### config.mk
export PLATFORM = sky130hd
export DESIGN_NAME = pack_sched
export DESIGN_NICKNAME = d
export VERILOG_FILES = /design/src/rtl/kyber_pack_pkg.sv /design/src/rtl/rr_arbiter.sv /design/src/rtl/pack_sched.sv
export SDC_FILE = /design/constraint.sdc
export NUM_CORES = 1
export LEC_CHECK = 0
export ABC_AREA = 0
export ABC_CLOCK_PERIOD_IN_PS = 1700
export BUFFER_PORTS_ARGS = -buffer_cell sky130_fd_sc_hd__buf_4
export CAP_MARGIN = 10
export CORE_MARGIN = 2
export CORE_UTILIZATION = 48
export CTS_CLUSTER_DIAMETER = 120
export CTS_CLUSTER_SIZE = 20
export DETAILED_ROUTE_END_ITERATION = 10
export GPL_TIMING_DRIVEN = 0
export PLACE_DENSITY_LB_ADDON = 0.2
export SETUP_SLACK_MARGIN = 0.3
export SLEW_MARGIN = 20
export SYNTH_ARGS = -nofsm -noshare
export SYNTH_HDL_FRONTEND = slang
export SYNTH_HIERARCHICAL = 1
export SYNTH_SLANG_ARGS = --single-unit
### constraint.sdc
create_clock -name i_clk -period 1.7 [get_ports i_clk]
set_input_delay 0.34 -clock i_clk [delete_from_list [all_inputs] [get_ports i_clk]]
set_output_delay 0.34 -clock i_clk [all_outputs]
set_load 0.01 [all_outputs]
### src/rtl/kyber_pack_pkg.sv
// Shared definitions for the pack_sched word packer: FSM state encoding and
// the requester-index width helper.
package kyber_pack_pkg;

  localparam logic [1:0] ST_IDLE = 2'd0;
  localparam logic [1:0] ST_FILL = 2'd1;
  localparam logic [1:0] ST_HOLD = 2'd2;

  // Width of an index into n requesters; never narrower than one bit.
  function automatic int sw_width(input int n);
    return (n < 2) ? 1 : $clog2(n);
  endfunction

endpackage

### src/rtl/rr_arbiter.sv
// Combinational round-robin arbiter: one-hot grant to the first asserted
// request found when searching upward from ptr, wrapping at NUM_REQ.
module rr_arbiter
  import kyber_pack_pkg::*;
#(
  parameter int NUM_REQ = 2,
  parameter int SW      = sw_width(NUM_REQ)
) (
  input  logic [NUM_REQ-1:0] req,
  input  logic [SW-1:0]      ptr,
  output logic [NUM_REQ-1:0] grant
);

  logic [SW-1:0] idx;
  logic          found;

  // NOTE: every signal driven here gets a default before the loop, so no
  // path leaves a value unassigned and no latch is inferred.
  always_comb begin
    grant = '0;
    found = 1'b0;
    idx   = '0;
    for (int i = 0; i < NUM_REQ; i++) begin
      idx = SW'((int'(ptr) + i) % NUM_REQ);
      if (!found && req[idx]) begin
        grant[idx] = 1'b1;
        found      = 1'b1;
      end
    end
  end

endmodule

### src/rtl/pack_sched.sv
// Packs N = OUTPUT_WIDTH/INPUT_WIDTH words from one round-robin-granted
// requester into a single output word. Define PACK_SCHED_TIMEOUT_EN to abort stalled fills.
module pack_sched
  import kyber_pack_pkg::*;
#(
  parameter int INPUT_WIDTH  = 32,
  parameter int OUTPUT_WIDTH = 64,
  parameter int NUM_REQ      = 2,
  parameter int TIMEOUT      = 16
) (
  input  logic                           i_clk,
  input  logic                           i_reset_n,
  input  logic [NUM_REQ-1:0]             i_req_valid,
  input  logic [NUM_REQ*INPUT_WIDTH-1:0] i_req_data,
  output logic [NUM_REQ-1:0]             o_req_ready,
  output logic [OUTPUT_WIDTH-1:0]        o_out_data,
  output logic [sw_width(NUM_REQ)-1:0]   o_out_src,
  output logic                           o_out_valid,
  input  logic                           i_out_ready,
  output logic                           o_abort
);

  localparam int N  = OUTPUT_WIDTH / INPUT_WIDTH;
  localparam int SW = sw_width(NUM_REQ);
  localparam int BW = sw_width(N);

  if ((OUTPUT_WIDTH % INPUT_WIDTH) != 0 || NUM_REQ < 2 || NUM_REQ > 8 || TIMEOUT < 1)
  begin : g_param_check
    $error("pack_sched: illegal parameter combination");
  end

  logic [1:0]             state;
  logic [SW-1:0]          ptr;
  logic [NUM_REQ-1:0]     grant;
  logic [NUM_REQ-1:0]     arb_grant;
  logic [SW-1:0]          arb_idx;
  logic [BW-1:0]          beat;
  logic [INPUT_WIDTH-1:0] word;
  logic [SW-1:0]          next_ptr;
  logic                   xfer;
  logic                   timeout_hit;

  rr_arbiter #(
    .NUM_REQ (NUM_REQ),
    .SW      (SW)
  ) u_arb (
    .req   (i_req_valid),
    .ptr   (ptr),
    .grant (arb_grant)
  );

  // Ready and valid follow the state alone, so reset clears them at once.
  assign o_req_ready = (state == ST_FILL) ? grant : '0;
  assign o_out_valid = (state == ST_HOLD);
  assign xfer        = |(i_req_valid & o_req_ready);
  assign next_ptr    = (o_out_src == SW'(NUM_REQ - 1)) ? '0 : o_out_src + SW'(1);

  always_comb begin
    arb_idx = '0;
    word    = '0;
    for (int k = 0; k < NUM_REQ; k++) begin
      if (arb_grant[k]) arb_idx = SW'(k);
      if (grant[k])     word    = word | i_req_data[k*INPUT_WIDTH +: INPUT_WIDTH];
    end
  end

  // NOTE: state registers use non-blocking assignments so every flop samples
  // pre-edge values regardless of the order statements are evaluated in.
  always_ff @(posedge i_clk or negedge i_reset_n) begin
    if (!i_reset_n) begin
      state      <= ST_IDLE;
      ptr        <= '0;
      grant      <= '0;
      beat       <= '0;
      o_out_data <= '0;
      o_out_src  <= '0;
    end else begin
      case (state)
        ST_IDLE: begin
          if (|i_req_valid) begin
            grant     <= arb_grant;
            o_out_src <= arb_idx;
            beat      <= '0;
            state     <= ST_FILL;
          end
        end
        ST_FILL: begin
          if (xfer) begin
            // Earlier words migrate upward; the first ends in the top slice.
            o_out_data <= (o_out_data << INPUT_WIDTH) | OUTPUT_WIDTH'(word);
            if (beat == BW'(N - 1)) begin
              beat  <= '0;
              state <= ST_HOLD;
            end else begin
              beat <= beat + BW'(1);
            end
          end else if (timeout_hit) begin
            o_out_data <= '0;
            beat       <= '0;
            ptr        <= next_ptr;
            state      <= ST_IDLE;
          end
        end
        ST_HOLD: begin
          if (i_out_ready) begin
            ptr   <= next_ptr;
            state <= ST_IDLE;
          end
        end
        default: state <= ST_IDLE;
      endcase
    end
  end

`ifdef PACK_SCHED_TIMEOUT_EN
  localparam int TW = $clog2(TIMEOUT + 1);
  logic [TW-1:0] stall;

  assign timeout_hit = (state == ST_FILL) && !xfer && (stall == TW'(TIMEOUT - 1));

  always_ff @(posedge i_clk or negedge i_reset_n) begin
    if (!i_reset_n) begin
      stall   <= '0;
      o_abort <= 1'b0;
    end else begin
      o_abort <= timeout_hit;
      if (state != ST_FILL || xfer || timeout_hit) stall <= '0;
      else                                         stall <= stall + TW'(1);
    end
  end
`else
  assign timeout_hit = 1'b0;
  assign o_abort     = 1'b0;
`endif

endmodule

==> results of run 1 <==
critical path, cell delays in order (launching register included):
cell	delay, ns
dfrtp_1	0.38
buf_6	0.14
clkbuf_16	0.13
clkinv_4	0.05
nor2_4	0.07
buf_6	0.10
flip-flops by register name, summed over array words and instances (netlist names):
signal and flops:
o_out_data 64, ptr 1, beat 1, state 2, o_out_src 1, grant 1
repair_timing:
item,4_1_cts,5_1_grt
endpoints found under the setup margin,65,70
pin swaps,3,2
cloned,0,1
setup buffers,12,2
resized for setup,29,16
cell type report:
class | count | share of cell area (%)
timing repair buffer | 151 | 23.83
inverter | 4 | 0.4588
sequential | 70 | 35.71
tap | 77 | 1.963
buffer | 16 | 5.175
clock buffer | 11 | 2.880
clock inverter | 5 | 1.682
multi-input combinational | 118 | 28.29
synthesized netlist by cell type:
| master | count | share of area, % |
|---|---|---|
| a21boi_0 | 1 | 0.23 |
| a21boi_1 | 1 | 0.23 |
| a22o_1 | 33 | 9.0 |
| a22oi_4 | 1 | 0.66 |
| buf_2 | 2 | 0.31 |
| buf_4 | 1 | 0.23 |
| buf_6 | 7 | 2.4 |
| clkbuf_1 | 6 | 0.70 |
| conb_1 | 1 | 0.12 |
| dfrtp_1 | 70 | 54 |
| inv_1 | 4 | 0.47 |
| mux2_2 | 18 | 6.3 |
| mux2_4 | 49 | 23 |
| nand2_1 | 2 | 0.23 |
| nand2b_1 | 1 | 0.19 |
| nand3_1 | 1 | 0.15 |
| nor2_1 | 4 | 0.47 |
| nor2_2 | 1 | 0.19 |
| nor2b_1 | 1 | 0.19 |
| nor3_1 | 1 | 0.15 |
| o21ai_0 | 1 | 0.15 |
| o311ai_0 | 1 | 0.27 |
| o32ai_1 | 1 | 0.27 |
path summary, 6_finish.rpt:
| check | startpoint | to | slack [ns] | cells after the start |
|---|---|---|---|---|
| setup / recovery | o_out_src$_DFFE_PN0P_ | o_req_ready[1] | 0.14 | 5 |
| hold / removal | i_reset_n | o_out_data[0]$_DFFE_PN0P_ | 0.11 | 1 |
| setup reg to reg | state[1]$_DFFE_PN0P_ | o_out_data[45]$_DFFE_PN0P_ | 0.17 | 5 |
| hold reg to reg | o_out_data[32]$_DFFE_PN0P_ | o_out_data[32]$_DFFE_PN0P_ | 0.51 | 1 |
| max in group asynchronous | i_reset_n | state[0]$_DFFE_PN0P_ | 0.98 | 1 |
| min in group i_clk | i_out_ready | state[1]$_DFFE_PN0P_ | 0.30 | 3 |
logic make-up after synthesis:
group	Yosys count	synth area share, %
DFF	70	54.28
muxes	67	29.08
AOI/OAI and AO/OA	39	10.78
buffers and inverters	20	4.149
and+or+nand+nor	11	1.590
other	1	0.1162
report_power, final:
| group | internal, mW | total [mW] | switching, mW |
|---|---|---|---|
| Combinational | 3.49 | 5.60 | 2.11 |
| Clock | 0.870 | 1.50 | 0.627 |
| Sequential | 2.45 | 3.03 | 0.578 |
| Total | 6.81 | 10.1 | 3.32 |
routing by layer:
layer / vias to the layer above / global-route usage (%) / part of all wire [%]
met2: 73 / 38.34 / 52
li1: 1092 / - / -
met1: 1204 / 29.53 / 42
met4: 0 / 7.071 / 1.4
met5: - / 0 / 0
met3: 9 / 4.812 / 5.2
metrics by stage:
stage,area (um^2),std cells,total power [mW]
floorplan,3259,208,6.034
global placement,4377,421,7.783
detailed placement,4377,421,7.898
CTS,4806,449,9.862
global route,4908,452,10.65
finish,4908,452,10.13
==> metrics.md, run 1 <==
| Metric | Value |
|---|---|
| Type of origin of the critical path | `flop` |
| Max Cap Viol | `0` |
| Register area share after synthesis | `54.28%` |
| Post-route ant nets | `0` |
| Vias | `2378` |
| Post-CTS Hold Buffers | `0` |
| WL final | `8.220 mm` |
| CP required | `1.36 ns` |
| Grt total ovfl | `0` |
| Status | `finished clean` |
| #FFs+latches synth | `70` |
| Clock tree buffer depth | `2` |
| Period utilisation layout | `91.58%` |
| Clk_skew | `0.01057 ns` |
| Share of layout cells above drive strength 1 | `68.80%` |
| FF+latch area | `0.001753 mm^2` |
| PD cells | `2063 mW/mm^2` |
| Hold Vio Cnt, Final | `0` |
| Leak pwr | `2.508 nW` |
| Setup CP Type | `reg -> out` |
| Min cycle time layout | `1.557 ns` |
| Number of DRC markers in iteration 0 | `70` |
| Vias/cell | `5.261` |
| CTS root buffer | `clkbuf_8` |
| Core Area | `0.006422 mm^2` |
| Finished Core Util | `76.43%` |
| Die Outline Area | `0.007394 mm^2` |
| RSZ-0062 raised after global routing | `yes` |
| Slew HR | `42.14%` |
| DRT Pass-1 Iters | `4` |
| Distinct cells, synth | `23` |
| Skew-Pair Late Insertion Delay | `0.34 ns` |
| CP arrival | `1.22 ns` |
| Mapped Area | `0.003227 mm^2` |
| Hold Crit Class | `in -> async` |
| Worst vdd ir | `1444 uV` |
| Clk slew on worst S/H paths | `0.07 ns` |
| Tightest hold margin | `0.1092 ns` |
| Setup crit end kind | `output port` |
| Fillers | `418` |
| DRC | `0` |
| Vias in the first global route | `2515` |
| Peak Freq | `0.6423 GHz` |
| Post-Synthesis Cells | `208` |
| Dpl ws | `0.08936 ns` |
| Clock H-tree levels | `3` |
| Worst-path maximum fanout | `4` |
| CTS buffer count | `9` |
| Total Routing Usage GR | `22.77%` |
| Least-Margin Pin Slew | `0.8679 ns` |
| Num ports | `138` |
| Diode count | `0` |
| IO Port Bufs | `136` |
| Post-DP HPWL | `5.382 mm` |
| Warning count from the yosys run | `6` |
| Initial Utilization | `50.24%` |
| TritonCTS clock tree | `yes` |
| Die outline height | `85.99 um` |
| Final setup viols | `0` |
| Area Overhead vs Synth | `52.11%` |
| Fin worst setup slack | `0.1432 ns` |
| Setup_tns | `0 ns` |
| # nets final | `439` |
| Largest net degree at the start of global routing | `71` |
| Cell Rows | `29` |
| DR WL/cell | `18.19 um` |
| Initial antenna violation count | `0` |
| Area of the multi-input gates | `0.001389 mm^2` |
| Sink Count | `70` |
| Die W | `85.99 um` |
| Most common cell after layout, fill and taps aside | `buf_4` |
| Routability congestion estimate | `0.7644` |
| Syn_area_per_cell | `15.51 um^2` |
| First-pass GRT wire length | `12.94 mm` |
| Syn_nets | `277` |
| Highest-count cells in the layout ignoring fill and taps | `147 x buf_4, 69 x dfrtp_1, 51 x mux2_4` |
| Pins over their slew limit | `0` |
(Power assumes the default switching activity.)
==> inputs of run 2 (changes only) <==
Settings changed: ABC_CLOCK_PERIOD_IN_PS 1700 to 1500.
Clock period 1.7 ns to 1.5 ns, I/O delays scaled along.
==> run 2 against run 1 <==
Effect of this change:
- the flow now finishes with violations (negative setup slack)
- critical path depth rose by 1
- sequential power rose by 12%
- hold slack got worse by 0.021 ns
- flip-flop and latch count did not move
- routed wire length rose by 8.3%
- register-to-register slack got worse by 0.21 ns
- combinational power rose by 31%
- non-clock buffer count rose by 40
- clock power fell by 5%
- die area did not move
- first-iteration DRC count rose by 1.4%
- count of clock-buffer cells in the layout rose by 4
- critical path type is now reg -> reg
==> metrics.md, run 2 (same netlist as run 1, synthesis figures left out) <==
| Metric | Value |
|---|---|
| DP Area | `0.004384 mm^2` |
| Slowest stage cell, crit path | `dfrtp_1` |
| Number of DRC markers in iteration 0 | `71` |
| Leak pwr | `2.713 nW` |
| Most common cell after layout, fill and taps aside | `buf_4` |
| Final instance area | `0.005235 mm^2` |
| Total Routing Usage GR | `22.21%` |
| Flop-to-flop setup slack | `-0.04 ns` |
| Cell Rows | `29` |
| Num ports | `138` |
| Least-Margin Pin Slew | `0.8876 ns` |
| CP Depth | `6` |
| DR WL/cell | `18.13 um` |
| First-pass GRT wire length | `12.54 mm` |
| DRT Pass-1 Iters | `4` |
| Post-CTS Hold Buffers | `0` |
| Die W | `85.99 um` |
| IO Port Bufs | `136` |
| R2r startpoint | `grant[0]$_DFFE_PN0P_` |
| Period utilisation layout | `102.4%` |
| TritonCTS clock tree | `yes` |
| Pins over their slew limit | `0` |
| Final Non-Filler Cells | `491` |
| Slew HR | `40.83%` |
| Setup_tns | `-1.134 ns` |
| Fillers | `355` |
| Bufs and invs on worst path | `3` |
| Worst Reg2Reg Path Length in Cells | `6` |
| Skew-Pair Late Insertion Delay | `0.33 ns` |
| Die Outline Area | `0.007394 mm^2` |
| Crit-path most repeated cell | `buf_12` |
| Vias in the first global route | `2487` |
| Failing checks | `negative setup slack` |
| Share of layout cells above drive strength 1 | `71.74%` |
| Setup CP Type | `reg -> reg` |
| CP delay by family, top | `buffers and inverters` |
| DRC | `0` |
| Clock H-tree levels | `3` |
| Highest-count cells in the layout ignoring fill and taps | `173 x buf_4, 69 x dfrtp_1, 52 x mux2_4` |
| Sink Count | `70` |
| Setup crit end kind | `flop` |
| Max reg flops | `64` |
| Status | `complete, but fails checks` |
| Post-DP HPWL | `5.386 mm` |
| Hold Crit Class | `in -> async` |
| Routability congestion estimate | `0.7575` |
| Finished Core Util | `81.51%` |
| Area Overhead vs Synth | `62.23%` |
| Initial Utilization | `50.24%` |
| Min cycle time layout | `1.537 ns` |
| PD cells | `2325 mW/mm^2` |
| WL final | `8.902 mm` |
| # nets final | `479` |
| CTS buffer count | `9` |
| Grt total ovfl | `0` |
| Initial antenna violation count | `0` |
| Type of origin of the critical path | `flop` |
| CP required | `1.72 ns` |
| Reg2reg end | `o_out_data[39]$_DFFE_PN0P_` |
| Max Cap Viol | `0` |
| Hold Vio Cnt, Final | `0` |
| Crit path cell chain | `buf_6, a22oi_4, nor2_4, buf_12, buf_12, mux2_4` |
| Worst path max stage delay | `0.38 ns` |
| Tightest hold margin | `0.08825 ns` |
| RSZ-0062 raised after global routing | `yes` |
| CP arrival | `1.76 ns` |
| Final setup viols | `48` |
| Worst vdd ir | `1282 uV` |
| Diode count | `0` |
| CTS root buffer | `clkbuf_8` |
| Clk_skew | `0.002414 ns` |
| Clk slew on worst S/H paths | `0.07 ns` |
| Peak Freq | `0.6508 GHz` |
| Core Area | `0.006422 mm^2` |
| Biggest register | `o_out_data` |
| Largest registers | `o_out_data: 64 flops, state: 2 flops` |
| Dpl cells | `421` |
| Vias | `2525` |
| Post-route ant nets | `0` |
| Fin worst setup slack | `-0.03664 ns` |
| Worst-path maximum fanout | `10` |
| Largest net degree at the start of global routing | `71` |
| Clock tree buffer depth | `2` |
| Die outline height | `85.99 um` |
| Vias/cell | `5.143` |
run 2: cell types whose count changed in the layout (fill, tap and decap cells not counted), moves of 2 or more:
cell	previous run	this run
buf_4	147	173
buf_6	5	20
buf_8	2	0
bufinv_16	2	0
clkbuf_8	10	14
clkinv_4	3	0
inv_6	0	2
run 2: per-stage QoR:
stage,worst slack (ns),total power [mW]
floorplan,0.04893,6.859
global placement,-0.01482,8.861
detailed placement,-0.04122,8.982
CTS,-0.02187,11.24
global route,-0.08333,12.76
finish,-0.03664,12.17
run 2: worst register-to-register path: stages (launching register included):
cell	delay (ns)
dfrtp_1	0.38
buf_6	0.14
a22oi_4	0.22
nor2_4	0.08
buf_12	0.15
buf_12	0.15
mux2_4	0.30
run 2: power breakdown:
| part | switching (mW) | internal (mW) | total, mW |
|---|---|---|---|
| combinational | 2.70 | 4.66 | 7.36 |
| clock | 0.657 | 0.775 | 1.43 |
| sequential | 0.602 | 2.78 | 3.38 |
run 2: worst max-delay path by stage:
stage	to	startpoint
after floorplan	o_out_data[0]$_DFFE_PN0P_	o_out_src$_DFFE_PN0P_
after global placement	o_out_data[9]$_DFFE_PN0P_	state[1]$_DFFE_PN0P_
after detailed placement	o_out_data[36]$_DFFE_PN0P_	state[1]$_DFFE_PN0P_
after CTS	o_req_ready[1]	o_out_src$_DFFE_PN0P_
after global routing	o_out_data[44]$_DFFE_PN0P_	grant[0]$_DFFE_PN0P_
final	o_out_data[39]$_DFFE_PN0P_	grant[0]$_DFFE_PN0P_
run 2: area by class of cell:
type | instances | area (um^2) | area share, %
Inverter | 4 | 25.02 | 0.4780
Sequential cell | 70 | 1753 | 33.48
Buffer | 16 | 239.0 | 4.565
Multi-Input combinational cell | 118 | 1399 | 26.72
Clock buffer | 15 | 186.4 | 3.561
Tap cell | 77 | 96.34 | 1.840
Timing Repair Buffer | 191 | 1536 | 29.35
run 2: metal layers:
| layer | global-route usage (%) | share of wire (%) | up-vias |
|---|---|---|---|
| met4 | 8.225 | 1.9 | 0 |
| li1 | - | - | 1165 |
| met3 | 3.561 | 4.9 | 15 |
| met2 | 36.50 | 51 | 78 |
| met5 | 0 | 0 | - |
| met1 | 29.74 | 43 | 1267 |
run 2: what timing repair did:
action,4_1_cts,5_1_grt
gates cloned,0,3
setup buffers,29,23
setup endpoints to repair,86,95
gates resized for setup,26,32
pin swaps,0,5
==> inputs of run 3 (changes only) <==
Settings changed: SETUP_SLACK_MARGIN 0.3 to not set, SLEW_MARGIN 20 to not set.
==> run 3 against run 2 <==
Effect of this change:
- the run still ends with negative setup slack left
- cell area is 7.5% lower
- routed wire length is 11% lower
- count of clock-buffer cells in the layout is 2 lower
- critical path depth is 1 lower
- via count is 5.6% lower
- sequential power is 1% higher
==> metrics.md, run 3 (same netlist as run 1, synthesis figures left out) <==
| Metric | Value |
|---|---|
| Status | `complete, but fails checks` |
| Failing checks | `negative setup slack` |
| Die Outline Area | `0.007394 mm^2` |
| Worst-path maximum fanout | `10` |
| Share of layout cells above drive strength 1 | `68.09%` |
| Clk_skew | `0.005721 ns` |
| Grt total ovfl | `0` |
| Clk slew on worst S/H paths | `0.07 ns` |
| CTS root buffer | `clkbuf_8` |
| Final setup viols | `36` |
| Post-route ant nets | `0` |
| Routability congestion estimate | `0.7912` |
| Crit path cell chain | `nand2b_4, nor2_4, buf_12, buf_12, mux2_4` |
| Setup crit end kind | `flop` |
| First-pass GRT wire length | `12.14 mm` |
| Highest-count cells in the layout ignoring fill and taps | `154 x buf_4, 69 x dfrtp_1, 49 x mux2_4` |
| Biggest register | `o_out_data` |
| # nets final | `440` |
| Hold Vio Cnt, Final | `0` |
| Vias | `2383` |
| Worst path max stage delay | `0.39 ns` |
| Crit-path most repeated cell | `buf_12` |
| DRC | `0` |
| Total Routing Usage GR | `21.37%` |
| Max Cap Viol | `0` |
| DP Area | `0.004344 mm^2` |
| Initial Utilization | `50.24%` |
| DR WL/cell | `17.49 um` |
| IO Port Bufs | `136` |
| Worst vdd ir | `1138 uV` |
| Most common cell after layout, fill and taps aside | `buf_4` |
| Area Overhead vs Synth | `50.02%` |
| DRT Pass-1 Iters | `4` |
| CP required | `1.72 ns` |
| Vias in the first global route | `2409` |
| Die W | `85.99 um` |
| Number of DRC markers in iteration 0 | `55` |
| Top layer reached by signal wires | `met4` |
| Clock tree buffer depth | `2` |
| RSZ-0062 raised after global routing | `yes` |
| Clock H-tree levels | `3` |
| WL final | `7.922 mm` |
| Diode count | `0` |
| Num ports | `138` |
| Fin worst setup slack | `-0.02039 ns` |
| Least-Margin Pin Slew | `0.8707 ns` |
| PD cells | `2305 mW/mm^2` |
| Post-DP HPWL | `5.231 mm` |
| DR WL met2 | `3.858 mm` |
| Largest net degree at the start of global routing | `71` |
| Sink Count | `70` |
| Routed wl met3 | `581 um` |
| CTS buffer count | `9` |
| Type of origin of the critical path | `flop` |
| Pins over their slew limit | `0` |
| Core Area | `0.006422 mm^2` |
| Vias/cell | `5.260` |
| Min cycle time layout | `1.520 ns` |
| WL met1 | `3.334 mm` |
| Initial antenna violation count | `0` |
| Final instance area | `0.004841 mm^2` |
| Largest registers | `o_out_data: 64 flops, state: 2 flops` |
| Leak pwr | `2.481 nW` |
| Skew-Pair Late Insertion Delay | `0.34 ns` |
| Hold Crit Class | `in -> async` |
| Setup_tns | `-0.2300 ns` |
| Die outline height | `85.99 um` |
| Cell Rows | `29` |
| Setup CP Type | `reg -> reg` |
| Peak Freq | `0.6577 GHz` |
| Period utilisation layout | `101.4%` |
| CP arrival | `1.74 ns` |
| Slew HR | `41.95%` |
| TritonCTS clock tree | `yes` |
| Max reg flops | `64` |
| Slowest stage cell, crit path | `dfrtp_1` |
[run 3: final timing paths]
check	start	depth (start not counted)	slack, ns	endpoint
max	state[1]$_DFFE_PN0P_	5	-0.02	o_out_data[10]$_DFFE_PN0P_
max reg2reg	state[1]$_DFFE_PN0P_	5	-0.02	o_out_data[10]$_DFFE_PN0P_
max in group asynchronous	i_reset_n	1	0.80	state[0]$_DFFE_PN0P_
min	i_reset_n	1	0.07	o_out_data[8]$_DFFE_PN0P_
min reg2reg	o_out_data[36]$_DFFE_PN0P_	1	0.51	o_out_data[36]$_DFFE_PN0P_
min in group i_clk	i_out_ready	3	0.29	state[1]$_DFFE_PN0P_
[run 3: area by class of cell]
type | count | area, um^2
Fill cell | 412 | 1582
Tap cell | 77 | 96.34
Clock buffer | 13 | 158.9
Timing Repair Buffer | 154 | 1191
Sequential cell | 70 | 1753
Clock inverter | 3 | 42.54
Buffer | 14 | 215.2
Inverter | 4 | 22.52
Multi-Input combinational cell | 118 | 1361
[run 3: layer usage]
metal  global-route usage, %  vias to the layer above
met1                   27.49                     1174
met3                   5.005                       14
li1                        -                     1097
met5                       0                        -
met2                   35.10                       98
met4                   8.225                        0
[run 3: through the flow]
step	std cells	util (%)	total power, mW	setup slack [ns]	hold slack, ns
after floorplan	208	-	6.740	0.006049	0.004409
after global placement	421	67.64	8.721	-0.1723	0.4651
after detailed placement	421	67.64	8.831	-0.1993	0.4698
after CTS	447	73.70	10.94	-0.04183	0.1014
after global routing	453	75.38	11.78	-0.05316	0.1400
final	453	75.38	11.16	-0.02039	0.07112
[run 3: what timing repair did]
item	CTS	global route
endpoints found under the setup margin	63	54
gates resized for setup	28	10
cloned	1	2
pin swaps	2	0
buffers inserted	11	4
hold buffers	0	0
[run 3: critical path: cells and delay by family (launching register included)]
kind	cells	cell delay, ns
and+or+nand+nor	2	0.36
muxes	1	0.31
buffers and inverters	2	0.34
DFF	1	0.39
[run 3: report_power, final]
group	switching [mW]	internal [mW]	total, mW
clock network	0.680	0.858	1.54
logic	2.32	3.88	6.20
registers	0.636	2.78	3.42
total	3.63	7.53	11.2
